File: src/rtl/vc_arb_pkg.sv
// vc_arb_pkg: wrap-aware age compare, rotating rank compare and clog2 helper for the VC arbiter
package vc_arb_pkg;

    function automatic int clog2(input int v);
        int r;
        r = 0;
        while ((1 << r) < v) r++;
        return r;
    endfunction

    // a is older than b when the modular difference a-b has its top bit set
    function automatic logic older(input logic [31:0] a, input logic [31:0] b, input int w);
        logic [31:0] d;
        d = a - b;
        return ((d >> (w - 1)) & 32'd1) == 32'd1;
    endfunction

    function automatic int rank(input int idx, input int ptr, input int n);
        return (idx >= ptr) ? idx - ptr : idx + n - ptr;
    endfunction

    function automatic logic rank_lt(input int a, input int b, input int ptr, input int n);
        return rank(a, ptr, n) < rank(b, ptr, n);
    endfunction

endpackage

File: src/rtl/vc_arb_cell.sv
// vc_arb_cell: one tree node, forwards the older of two candidates, ties going to the lower rotating rank
module vc_arb_cell
    import vc_arb_pkg::*;
#(
    parameter int NUM_VC         = 6,
    parameter int TIME_WIDTH     = 8,
    parameter int VC_INDEX_WIDTH = 4
) (
    input  logic                      a_valid,
    input  logic [TIME_WIDTH-1:0]     a_time,
    input  logic [VC_INDEX_WIDTH-1:0] a_idx,
    input  logic                      b_valid,
    input  logic [TIME_WIDTH-1:0]     b_time,
    input  logic [VC_INDEX_WIDTH-1:0] b_idx,
    input  logic [VC_INDEX_WIDTH-1:0] ptr,
    output logic                      w_valid,
    output logic [TIME_WIDTH-1:0]     w_time,
    output logic [VC_INDEX_WIDTH-1:0] w_idx
);
    logic pick_b;
    // b takes the slot only when valid and either a is empty, b is older, or the tie favours b's rank
    always_comb begin
        pick_b = b_valid && (!a_valid || older(32'(b_time), 32'(a_time), TIME_WIDTH) ||
                 (b_time == a_time && rank_lt(int'(b_idx), int'(a_idx), int'(ptr), NUM_VC)));
        w_valid = a_valid || b_valid;
        w_time  = pick_b ? b_time : a_time;
        w_idx   = pick_b ? b_idx : a_idx;
    end
endmodule

File: src/rtl/vc_arb_nto1_pipe.sv
// vc_arb_nto1_pipe: pipelined oldest-timestamp arbiter over NUM_VC VCs; define VC_ARB_RR_TIE_EN for a rotating tie-break
`ifndef TIME_WIDTH
`define TIME_WIDTH 8
`endif
`ifndef VC_INDEX_WIDTH
`define VC_INDEX_WIDTH 4
`endif
module vc_arb_nto1_pipe
    import vc_arb_pkg::*;
#(
    parameter int NUM_VC         = 6,
    parameter int TIME_WIDTH     = `TIME_WIDTH,
    parameter int VC_INDEX_WIDTH = `VC_INDEX_WIDTH
) (
    input  logic                         clk,
    input  logic                         reset,
    input  logic                         in_valid,
    output logic                         in_ready,
    input  logic [NUM_VC-1:0]            vc_valid,
    input  logic [NUM_VC*TIME_WIDTH-1:0] time_in,
    output logic                         out_valid,
    input  logic                         out_ready,
    output logic                         winner_found,
    output logic [VC_INDEX_WIDTH-1:0]    winner_vc_out,
    output logic [TIME_WIDTH-1:0]        winner_time_out
);
    localparam int LEVELS = clog2(NUM_VC);

    typedef struct packed {
        logic                      valid;
        logic [TIME_WIDTH-1:0]     t;
        logic [VC_INDEX_WIDTH-1:0] idx;
    } node_t;

    node_t                     src  [LEVELS][NUM_VC];
    node_t                     nxt  [LEVELS][NUM_VC];
    node_t                     stg  [LEVELS][NUM_VC];
    logic [VC_INDEX_WIDTH-1:0] psrc [LEVELS];
    logic [LEVELS-1:0]         v;
    logic [LEVELS-1:0]         ld;

    for (genvar k = 0; k < LEVELS; k++) begin : g_lvl
        localparam int N = (NUM_VC + (1 << k) - 1) >> k;
        for (genvar j = 0; j < NUM_VC; j++) begin : g_node
            if (k == 0) begin : g_in
                assign src[0][j] = vc_valid[j] ? {1'b1, time_in[j*TIME_WIDTH +: TIME_WIDTH], VC_INDEX_WIDTH'(j)} : '0;
            end else begin : g_stage
                assign src[k][j] = stg[k-1][j];
            end
            if (2*j + 1 < N) begin : g_cell
                vc_arb_cell #(
                    .NUM_VC(NUM_VC),
                    .TIME_WIDTH(TIME_WIDTH),
                    .VC_INDEX_WIDTH(VC_INDEX_WIDTH)
                ) u_cell (
                    .a_valid(src[k][2*j].valid),
                    .a_time (src[k][2*j].t),
                    .a_idx  (src[k][2*j].idx),
                    .b_valid(src[k][2*j+1].valid),
                    .b_time (src[k][2*j+1].t),
                    .b_idx  (src[k][2*j+1].idx),
                    .ptr    (psrc[k]),
                    .w_valid(nxt[k][j].valid),
                    .w_time (nxt[k][j].t),
                    .w_idx  (nxt[k][j].idx)
                );
            end else if (2*j < N) begin : g_pass
                assign nxt[k][j] = src[k][2*j];
            end else begin : g_zero
                assign nxt[k][j] = '0;
            end
        end
    end

    // a stage reloads when empty or when everything downstream of it is moving; the tail moves on out_ready
    always_comb begin
        logic c;
        c = out_ready;
        for (int i = LEVELS - 1; i >= 0; i--) begin
            c = c || !v[i];
            ld[i] = c;
        end
    end

    // pipeline registers: valid bit and node row per stage
    always_ff @(posedge clk) begin
        if (reset) begin
            v <= '0;
            for (int i = 0; i < LEVELS; i++)
                for (int j = 0; j < NUM_VC; j++) stg[i][j] <= '0;
        end else begin
            for (int i = 0; i < LEVELS; i++) begin
                if (ld[i]) begin
                    v[i]   <= (i == 0) ? in_valid : v[(i == 0) ? 0 : i - 1];
                    stg[i] <= nxt[i];
                end
            end
        end
    end

`ifdef VC_ARB_RR_TIE_EN
    logic [VC_INDEX_WIDTH-1:0] rr_ptr;
    logic [VC_INDEX_WIDTH-1:0] ptr_q [LEVELS];

    // each stage keeps the pointer its vector saw at accept; the live pointer steps past every granted winner
    always_ff @(posedge clk) begin
        if (reset) begin
            rr_ptr <= '0;
            for (int i = 0; i < LEVELS; i++) ptr_q[i] <= '0;
        end else begin
            if (out_valid && out_ready && winner_found)
                rr_ptr <= (int'(winner_vc_out) == NUM_VC - 1) ? '0 : winner_vc_out + 1'b1;
            for (int i = 0; i < LEVELS; i++)
                if (ld[i]) ptr_q[i] <= psrc[i];
        end
    end

    // the first level compares against the live pointer, deeper levels against the one stored with the vector
    always_comb begin
        psrc[0] = rr_ptr;
        for (int i = 1; i < LEVELS; i++) psrc[i] = ptr_q[i-1];
    end
`else
    assign psrc = '{default: '0};
`endif

    assign in_ready        = ld[0];
    assign out_valid       = v[LEVELS-1];
    assign winner_found    = stg[LEVELS-1][0].valid;
    assign winner_vc_out   = stg[LEVELS-1][0].idx;
    assign winner_time_out = stg[LEVELS-1][0].t;
endmodule
File: config.mk
export PLATFORM = sky130hd
export DESIGN_NAME = vc_arb_nto1_pipe
export DESIGN_NICKNAME = d
export VERILOG_FILES = /design/src/rtl/vc_arb_pkg.sv /design/src/rtl/vc_arb_cell.sv /design/src/rtl/vc_arb_nto1_pipe.sv
export SDC_FILE = /design/constraint.sdc
export NUM_CORES = 1
export LEC_CHECK = 0
export CAP_MARGIN = 10
export CORE_UTILIZATION = 40
export CTS_CLUSTER_DIAMETER = 30
export CTS_CLUSTER_SIZE = 40
export DETAILED_ROUTE_END_ITERATION = 10
export PLACE_DENSITY_LB_ADDON = 0.05
export SETUP_SLACK_MARGIN = 0.4
export SLEW_MARGIN = 20
export SYNTH_ARGS = -nofsm -noshare
export SYNTH_HDL_FRONTEND = slang
export SYNTH_HIERARCHICAL = 1
export SYNTH_SLANG_ARGS = --single-unit
File: constraint.sdc
create_clock -name clk -period 5.9 [get_ports clk]
set_input_delay 1.18 -clock clk [delete_from_list [all_inputs] [get_ports clk]]
set_output_delay 1.18 -clock clk [all_outputs]
set_load 0.01 [all_outputs]
==> flow_summary.yaml <==
status:
  status: "finished clean"
grt:
  grt_max_degree: 79
  grtUsageTotal: 0.174
  antenna_found_initial: 0
  grt_overflow: 0
  grt_pass1_vias: 7267
  grt_pass1_wl_um: 36000
route:
  viasPerCell: 4.79
  drtAntennaViolNets: 0
  post_drt_wl_per_cell_um: 14.0
  vias: 7192
  drc: 0
  dr.pass1.iters: 4
  dr.first_iter.drc_count: 299
  wl_um: 21100
timing:
  setup_viol: 0
  fin_skew_ns: 0.0104
  max_freq_mhz: 194
  hold_viol: 0
  fin_ws_ns: 0.752
  final_max_slew_viol_count: 0
  finalCritPeriodShare: 0.873
  setup_tns_ns: 0
  slew_headroom: 0.397
  worstMarginPinSlew_ns: 0.905
  rsz0062_at_grt: "no"
  min_period_ns: 5.15
synthesis:
  synth-seq-cells: 81
  synth_top_cells_by_count: "ha_1, inv_1, edfxtp_1, nor3b_1, a21oi_1"
  synth_area_leaders: "edfxtp_1, ha_1, nor3b_1, mux2_4, fa_1"
  yosysTopAreaCell: "edfxtp_1"
  yosys.area.top_type_share: 0.235
  yosys_warnings: 6
  synthFlopType: "edfxtp_1"
  syn_inst: 1009
  yosysSeqAreaShare: 0.241
  syn_area_per_cell_um2: 9.87
  ys_types: 40
  synth_edf_count: 78
  synthArstFlopShare: 0
  syn_area_um2: 9960
  synth_most_common_cell: "ha_1"
placement:
  dp_slack_ns: 0.396
  io_buffers: 72
  routabilityCongestion: 0.818
  hpwl_um: 17100
pwr:
  peakVddDrop_uv: 155
  power_frac_comb: 0.471
  clkPwrFrac: 0.244
  p_leak_nw: 5.20
  p_sw_w: 0.000844
  p_int_w: 0.00162
  swShare: 0.342
  power_density_nw_per_um2: 212
  seq_power_share: 0.285
  total_power_w: 0.00247
floorplanning:
  die_area_um2: 25500
  core_area_um2: 24400
  fp-row-count: 57
  num_io_pins: 73
  die_h_um: 160
  initial_core_util: 0.408
  die_x_um: 160
worst_setup_path:
  path_max_fanout: 10
  worstSetupPathType: "in2reg"
  end_kind: "flip-flop"
  worstPathArrival_ns: 5.21
  startpoint_type: "input pin"
  critPathRequiredTime_ns: 5.96
clock_tree:
  cts.clk_slew.worst_paths_ns: 0.07
  tritoncts: "done"
  cts_hold_buf: 0
  cts_sinks: 81
  clock_latency_ns: 0.34
  cts-htree-levels: 3
  cts_resized: 0
  postCtsSetupRepairBufs: 0
  root_buffer: "clkbuf_16"
  clock_path_buffers: 2
  cts_buffers: 9
finish:
  final_util: 0.478
  n_antenna_cell: 0
  fillers: 2376
  nNetsFinal: 1421
  layout-drive-gt1-share: 0.0739
  area_growth_pct: 17.1
worst_hold_path:
  holdCritPathClass: "reg2reg"
job:
  maxCapViolations: 0
state kept, by name, indices dropped and copies added, names as in the netlist:
register and flops:
stg 78, v 3
worst max-delay path: stages:
cell and delay (ns):
clkdlybuf4s50_1 0.50, inv_1 0.07, ha_1 0.33, inv_1 0.16, o21ai_0 0.16, o21a_1 0.25
nor2_1 0.25, mux2i_1 0.24, ha_1 0.26, a211o_1 0.25, a31oi_1 0.14, nor3_1 0.08
nor4_1 0.31, a211o_1 0.49, mux2_2 0.39, nor3b_1 0.13
final timing paths:
path                              endpoint  slack [ns]                      from  cells after the start
hold reg to reg          v[2]$_SDFFE_PP0P_        0.47         v[1]$_SDFFE_PP0P_                      2
hold / removal           v[2]$_SDFFE_PP0P_        0.47         v[1]$_SDFFE_PP0P_                      2
setup reg to reg  stg[0][76]$_SDFFCE_PN0P_        1.40  stg[0][40]$_SDFFCE_PN0P_                     15
setup / recovery  stg[0][11]$_SDFFCE_PN0P_        0.75               vc_valid[4]                     16
metrics by stage:
| step | cell area, um^2 | instances | hold slack [ns] |
|---|---|---|---|
| after floorplan | 10300 | 1104 | 0.435 |
| after global placement | 11300 | 1486 | 0.455 |
| after detailed placement | 11300 | 1486 | 0.460 |
| after CTS | 11700 | 1502 | 0.471 |
| after global routing | 11700 | 1502 | 0.498 |
| final | 11700 | 1502 | 0.465 |
power groups by stage:
stage	sequential (W)	clock (W)	combinational [W]
floorplan	0.000707	0	0.000905
global placement	0.000716	0	0.00111
detailed placement	0.000716	0	0.00112
CTS	0.000704	0.000622	0.00113
global route	0.000708	0.000640	0.00133
finish	0.000703	0.000603	0.00116
placed cells by master, fill, tap and decap left out, types with 6 or more instances in the layout:
cell type,instances
xnor2_1,20
mux2i_1,30
nand4_1,10
and2_1,48
mux2_4,35
fa_1,25
nor3b_2,10
inv_1,129
nand3b_1,6
o211ai_1,10
o21ai_0,30
mux2_2,10
nor2_1,30
nand3_1,15
nor2b_1,20
ha_1,165
o21bai_1,10
a21o_1,25
a211o_1,25
buf_4,9
clkbuf_16,9
nand2b_1,26
edfxtp_1,78
xor2_1,35
conb_1,96
clkdlybuf4s50_1,71
nor3b_1,73
or2_2,7
a21oi_1,68
cells by family after synthesis:
logic type	synth area share
xor gates and xnor gates	0.0484
adders and majority gates	0.258
and+or+nand+nor	0.177
DFF	0.241
AOI/OAI and AO/OA	0.116
muxes	0.0942
other	0.000377
buffers and inverters	0.0643
final cells by class:
| class | count | area (um^2) | share of cell area |
|---|---|---|---|
| repair buffers | 81 | 783 | 0.0672 |
| well taps | 324 | 405 | 0.0348 |
| clock buffers | 10 | 229 | 0.0196 |
| inverters | 129 | 484 | 0.0415 |
| clock inverters | 6 | 82.6 | 0.00708 |
| multi-input cells | 871 | 7270 | 0.624 |
| flip-flops and latches | 81 | 2400 | 0.206 |
metal layers:
layer / routed length (um) / GRT usage / vias up
met5: 0 / 0 / -
met4: 201 / 0.0381 / 0
met3: 256 / 0.0156 / 12
met2: 9940 / 0.296 / 47
met1: 10700 / 0.240 / 3322
li1: - / - / 3811
Power figures use the tool's default switching activity.
